File: src/rtl/aes_key_mem.sv
// -----------------------------------------------------------------------------
// aes_key_mem
//   AES-128 key expansion with round-key storage. Expands a 128-bit cipher key
//   into 11 round keys rk[0..10] and keeps them for the round datapath.
//   SubWord goes through the shared aes_sbox word interface. That S-box is
//   free-running and has no handshake. For this reason sboxw is held constant
//   for SBOX_WAIT cycles before new_sboxw is consumed.
//
//   Handshake: init is a one-cycle pulse, accepted only in IDLE or DONE.
//   key is sampled on that same edge. ready stays high while all 11 round
//   keys are valid. ready drops on the edge that accepts a restart.
//
// Ports
//   clk        in   1    clock, rising edge
//   rst_n      in   1    asynchronous reset, active low
//   init       in   1    start expansion of key
//   key        in   128  cipher key
//   ready      out  1    all round keys valid
//   round      in   4    round-key read index (0..10; others read as 0)
//   round_key  out  128  registered rk[round], one-cycle read latency
//   sboxw      out  32   word to aes_sbox
//   new_sboxw  in   32   substituted word from aes_sbox
// -----------------------------------------------------------------------------
module aes_key_mem #(
  parameter int SBOX_WAIT = 10
) (
  input  logic         clk,
  input  logic         rst_n,
  input  logic         init,
  input  logic [127:0] key,
  output logic         ready,
  input  logic [3:0]   round,
  output logic [127:0] round_key,
  output logic [31:0]  sboxw,
  input  logic [31:0]  new_sboxw
);

  localparam int WAIT_W = (SBOX_WAIT > 1) ? $clog2(SBOX_WAIT) : 1;
  localparam logic [WAIT_W-1:0] WAIT_LAST = WAIT_W'(SBOX_WAIT - 1);

  typedef enum logic [1:0] {IDLE, SUB, CALC, DONE} state_t;

  state_t            state;
  state_t            state_next;
  logic [WAIT_W-1:0] wait_ctr;
  logic [3:0]        round_ctr;
  logic [7:0]        rcon;
  logic [31:0]       w0, w1, w2, w3;
  logic [127:0]      rk [0:10];

  logic              load;
  logic              calc;
  logic              wait_done;
  logic              last_round;
  logic [31:0]       t;
  logic [31:0]       w0n, w1n, w2n, w3n;
  logic [127:0]      rk_sel;

  // State register
  always_ff @(posedge clk or negedge rst_n) begin
    if (!rst_n) state <= IDLE;
    else        state <= state_next;
  end

  // Next-state logic
  always_comb begin
    state_next = state;
    case (state)
      IDLE, DONE: if (init) state_next = SUB;
      SUB:        if (wait_done) state_next = CALC;
      CALC:       state_next = last_round ? DONE : SUB;
      default:    state_next = IDLE;
    endcase
  end

  // Decoded controls and the combinational round function
  always_comb begin
    load       = ((state == IDLE) || (state == DONE)) && init;
    calc       = (state == CALC);
    wait_done  = (state == SUB) && (wait_ctr == WAIT_LAST);
    last_round = (round_ctr == 4'd10);
    t   = new_sboxw ^ {rcon, 24'h0};
    w0n = w0 ^ t;
    w1n = w1 ^ w0n;
    w2n = w2 ^ w1n;
    w3n = w3 ^ w2n;
    rk_sel = '0;
    for (int i = 0; i < 11; i++) begin
      if (round == 4'(i)) rk_sel = rk[i];
    end
  end

  // Datapath. sboxw is loaded with RotWord of the *next* w3 on the same edge
  // that enters SUB, so the word is already stable on the first SUB cycle.
  always_ff @(posedge clk or negedge rst_n) begin
    if (!rst_n) begin
      ready     <= 1'b0;
      sboxw     <= '0;
      round_key <= '0;
      wait_ctr  <= '0;
      round_ctr <= '0;
      rcon      <= 8'h01;
      w0        <= '0;
      w1        <= '0;
      w2        <= '0;
      w3        <= '0;
      for (int i = 0; i < 11; i++) rk[i] <= '0;
    end else begin
      round_key <= rk_sel;
      if (load) begin
        rk[0]     <= key;
        w0        <= key[127:96];
        w1        <= key[95:64];
        w2        <= key[63:32];
        w3        <= key[31:0];
        round_ctr <= 4'd1;
        rcon      <= 8'h01;
        wait_ctr  <= '0;
        ready     <= 1'b0;
        sboxw     <= {key[23:0], key[31:24]};
      end else if (state == SUB) begin
        wait_ctr <= wait_ctr + 1'b1;
      end else if (calc) begin
        w0   <= w0n;
        w1   <= w1n;
        w2   <= w2n;
        w3   <= w3n;
        rcon <= {rcon[6:0], 1'b0} ^ (rcon[7] ? 8'h1b : 8'h00);
        for (int i = 1; i < 11; i++) begin
          if (round_ctr == 4'(i)) rk[i] <= {w0n, w1n, w2n, w3n};
        end
        if (last_round) begin
          ready <= 1'b1;
        end else begin
          round_ctr <= round_ctr + 4'd1;
          wait_ctr  <= '0;
          sboxw     <= {w3n[23:0], w3n[31:24]};
        end
      end
    end
  end

endmodule

File: config.mk
export PLATFORM = sky130hd
export DESIGN_NAME = aes_key_mem
export DESIGN_NICKNAME = d
export VERILOG_FILES = /design/src/rtl/aes_key_mem.sv
export SDC_FILE = /design/constraint.sdc
export NUM_CORES = 2
export LEC_CHECK = 0
export CAP_MARGIN = 15
export CORE_MARGIN = 1
export CORE_UTILIZATION = 50
export DETAILED_ROUTE_END_ITERATION = 8
export PLACE_DENSITY = 0.73
export SLEW_MARGIN = 20
export SYNTH_ARGS = -nofsm -noshare
export SYNTH_HDL_FRONTEND = slang
export SYNTH_SLANG_ARGS = --single-unit
File: constraint.sdc
create_clock -name clk -period 6.7 [get_ports clk]
set_clock_uncertainty 0.2 [all_clocks]
set_input_delay 1.34 -clock clk [delete_from_list [all_inputs] [get_ports clk]]
set_output_delay 1.34 -clock clk [all_outputs]
set_load 0.02 [all_outputs]
==> impl_metrics.yaml <==
status:
  outcome: "finished, final reports clean"
grt:
  grt_pass1_wl_um: 384000
  antenna_found_initial: 19
  track_usage_pct: 33.8
  grt_max_degree: 198
  grt_pass1_vias: 60500
  grt_overflow: 0
sta:
  tns_ns: 0
  drv_slew: 0
  worst_pin_slew_ns: 1.15
  hold_viol_final: 0
  setup_violations: 0
  finalCriticalPeriod_ns: 4.07
  max_freq_mhz: 246
  finalCritPeriodShare_pct: 60.7
  setup_slack_ns: 2.63
  rsz0062_at_grt: "no"
  relSlewSlack_pct: 22.5
logic_synthesis:
  syn_avg_cell_area_um2: 9.52
  synth_top_cell_by_area: "dfrtp_1"
  synth_cell_types: 71
  synth_top_area_share_pct: 56.9
  syn_nets: 8097
  synth_most_common_cell: "nand2_1"
  synth.area.top_cells: "dfrtp_1 57%, o21ai_0 11%, nand2_1 9.9%"
  syn-cell-area_um2: 75400
  ys.flop_type: "dfrtp_1"
  ys_warn_count: 0
  async_flop_share_pct: 100
  synthTopCellsByCount: "1992 x nand2_1, 1714 x dfrtp_1, 1631 x o21ai_0"
  synth_edf_count: 0
  synth_cells: 7921
  synth_seq_area_share_pct: 56.9
  synth.ff_latch_count: 1715
worst_setup_path:
  worst-path-max-fanout: 13
  path_class: "primary input to flop"
  r2r_start: "state[0]$_DFFE_PN0P_"
  cp.arrival_ns: 4.53
  slowest_delay_ns: 0.93
  path_buf_inv: 2
  endpoint_kind: "flop"
  r2r_slack_ns: 2.82
  cpMaxStageDelayCell: "xnor2_2"
  rr_endpoint: "rk[363]$_DFFE_PN0P_"
  cp_top_family: "XOR/XNOR gates"
  rr_worst_depth: 7
  cp-start-kind: "primary input"
  cp.required_ns: 7.17
  cp_cell_sequence: "clkdlybuf4s50_1 > xnor3_1 > xnor2_2 > buf_4 > xor2_1 > a21oi_1 > a2bb2oi_1"
clocking:
  cts-root-buf: "clkbuf_16"
  clkSlewWorstSetupHoldPaths_ns: 0.06
  htreeDepth: 4
  numClockSinks: 1715
  post_cts_buffers: 0
  cts_tree: "done"
  cts_buffer_depth: 3
  cts_resized: 0
  clock_latency_ns: 0.83
  hold_buffers: 0
  numCtsBuffers: 176
finish:
  area_growth_pct: 13.7
  num-nets-final: 8018
  postLayoutCellArea_um2: 85800
  layout-drive-gt1-share_pct: 8.13
  fillers: 12500
  multi_input_area_um2: 29400
  seqCellArea_um2: 42900
routing:
  dr.pass1.iters: 7
  drtIter0Drc: 7198
  drc: 0
  wl_per_cell_um: 25.7
  wl_um: 257000
  ant_nets: 0
  vias: 61900
  viasPerCell: 6.18
worst_hold_path:
  hold-path-endpoint: "rk[1278]$_DFFE_PN0P_"
  min_path_cells: 2
  min-delay-start: "rk[1278]$_DFFE_PN0P_"
  hold_class: "flop to flop"
die:
  core_area_um2: 150000
  rows: 142
  dieArea_um2: 152000
  io_pins: 328
  fp.dieW_um: 390
  die_y_um: 390
  start_util_pct: 50.3
placed_design:
  place_area_um2: 79900
  routabilityCongestion: 0.873
  dp_hpwl_um: 155000
  place_ws_ns: 1.90
  io_buffers: 327
flow_run:
  maxCapViolCount: 0
power_and_ir_drop:
  power.leakage_nw: 39.2
  p_per_area_nw_per_um2: 387
  ir_drop_uv: 332
-- state kept, by name (all words and copies together), names as in the netlist --
register / flops
round_ctr: 4
w2: 32
w3: 32
w0: 32
round_key: 128
ready: 1
state: 2
rcon: 8
sboxw: 32
wait_ctr: 4
rk: 1408
w1: 32
-- report_power, final --
| group | switching [mW] | internal, mW |
|---|---|---|
| clock | 4.22 | 5.70 |
| combinational | 7.56 | 2.97 |
| sequential | 1.02 | 11.7 |
| total | 12.8 | 20.4 |
-- placed cells by master (no fill, tap or decap), types with 32 or more instances in the layout --
cell,instances
o21ai_0,1631
o22ai_1,177
mux4_2,110
nor2_1,463
clkbuf_16,181
buf_12,32
xor2_1,51
inv_1,34
clkbuf_1,44
nand2_1,1979
a211oi_1,84
a31oi_1,39
nor4_1,57
clkdlybuf4s50_1,322
o21ai_1,44
a22oi_1,102
a21o_1,43
clkbuf_8,45
buf_4,131
mux2i_1,38
dfrtp_1,1714
a21oi_1,218
xnor2_1,40
-- worst max-delay path by stage --
stage | from | end | slack (ns) | cells after the start
2_1_floorplan | round[0] | round_key[101]$_DFF_PN0_ | 3.65 | 8
3_3_place_gp | new_sboxw[30] | w3[30]$_DFFE_PN0P_ | 1.87 | 7
3_5_place_dp | new_sboxw[30] | w3[30]$_DFFE_PN0P_ | 1.90 | 7
4_1_cts | init | rk[1170]$_DFFE_PN0P_ | 2.79 | 7
5_1_grt | new_sboxw[14] | w3[14]$_DFFE_PN0P_ | 2.55 | 6
6_report | new_sboxw[30] | w3[30]$_DFFE_PN0P_ | 2.63 | 7
-- metrics by stage --
| stage | std cells | total power [mW] | utilization [%] | hold slack [ns] |
|---|---|---|---|---|
| 6_report | 10000 | 33.2 | 57.3 | 0.272 |
| 5_1_grt | 10000 | 34.5 | 57.3 | 0.292 |
| 4_1_cts | 9998 | 33.0 | 57.2 | 0.276 |
| 3_5_place_dp | 9680 | 23.1 | 53.3 | 0.260 |
| 3_3_place_gp | 9680 | 22.8 | 53.3 | 0.254 |
| 2_1_floorplan | 7921 | 18.7 | - | 0.238 |
-- logic make-up (layout without fill, tap and decap cells) --
| family | Yosys count | after routing | synth area share [%] |
|---|---|---|---|
| DFF | 1715 | 1715 | 56.9 |
| xor gates and xnor gates | 140 | 140 | 2.31 |
| AOI/OAI and AO/OA | 2492 | 2492 | 18.4 |
| muxes | 160 | 160 | 3.97 |
| adders and majority gates | 9 | 9 | 0.149 |
| and+or+nand+nor | 2623 | 2623 | 13.8 |
| buffers and inverters | 782 | 843 | 4.45 |
| other | 0 | 6 | 0 |
-- tightest hold or removal path, cell delays in order, from the launching register on --
cell and delay [ns]:
dfrtp_1 0.33, nand2_1 0.05, o21ai_0 0.06
-- per-layer routing --
metal / vias up / share of wire, % / track usage [%]
met5: - / 0.038 / 0
met4: 14 / 5.9 / 18.8
met3: 714 / 11 / 9.02
met2: 3554 / 45 / 51.5
met1: 30700 / 38 / 44.0
li1: 26900 / - / -
-- area by class of cell --
cell class,instances,share of cell area [%]
flip-flops and latches,1715,50.0
multi-input cells,5424,34.3
clock buffers,270,6.20
repair buffers,491,5.74
well taps,2016,2.94
clock inverters,48,0.595
inverters,34,0.149
diodes,6,0.0175
No activity file was read; power rests on OpenSTA's default activity.
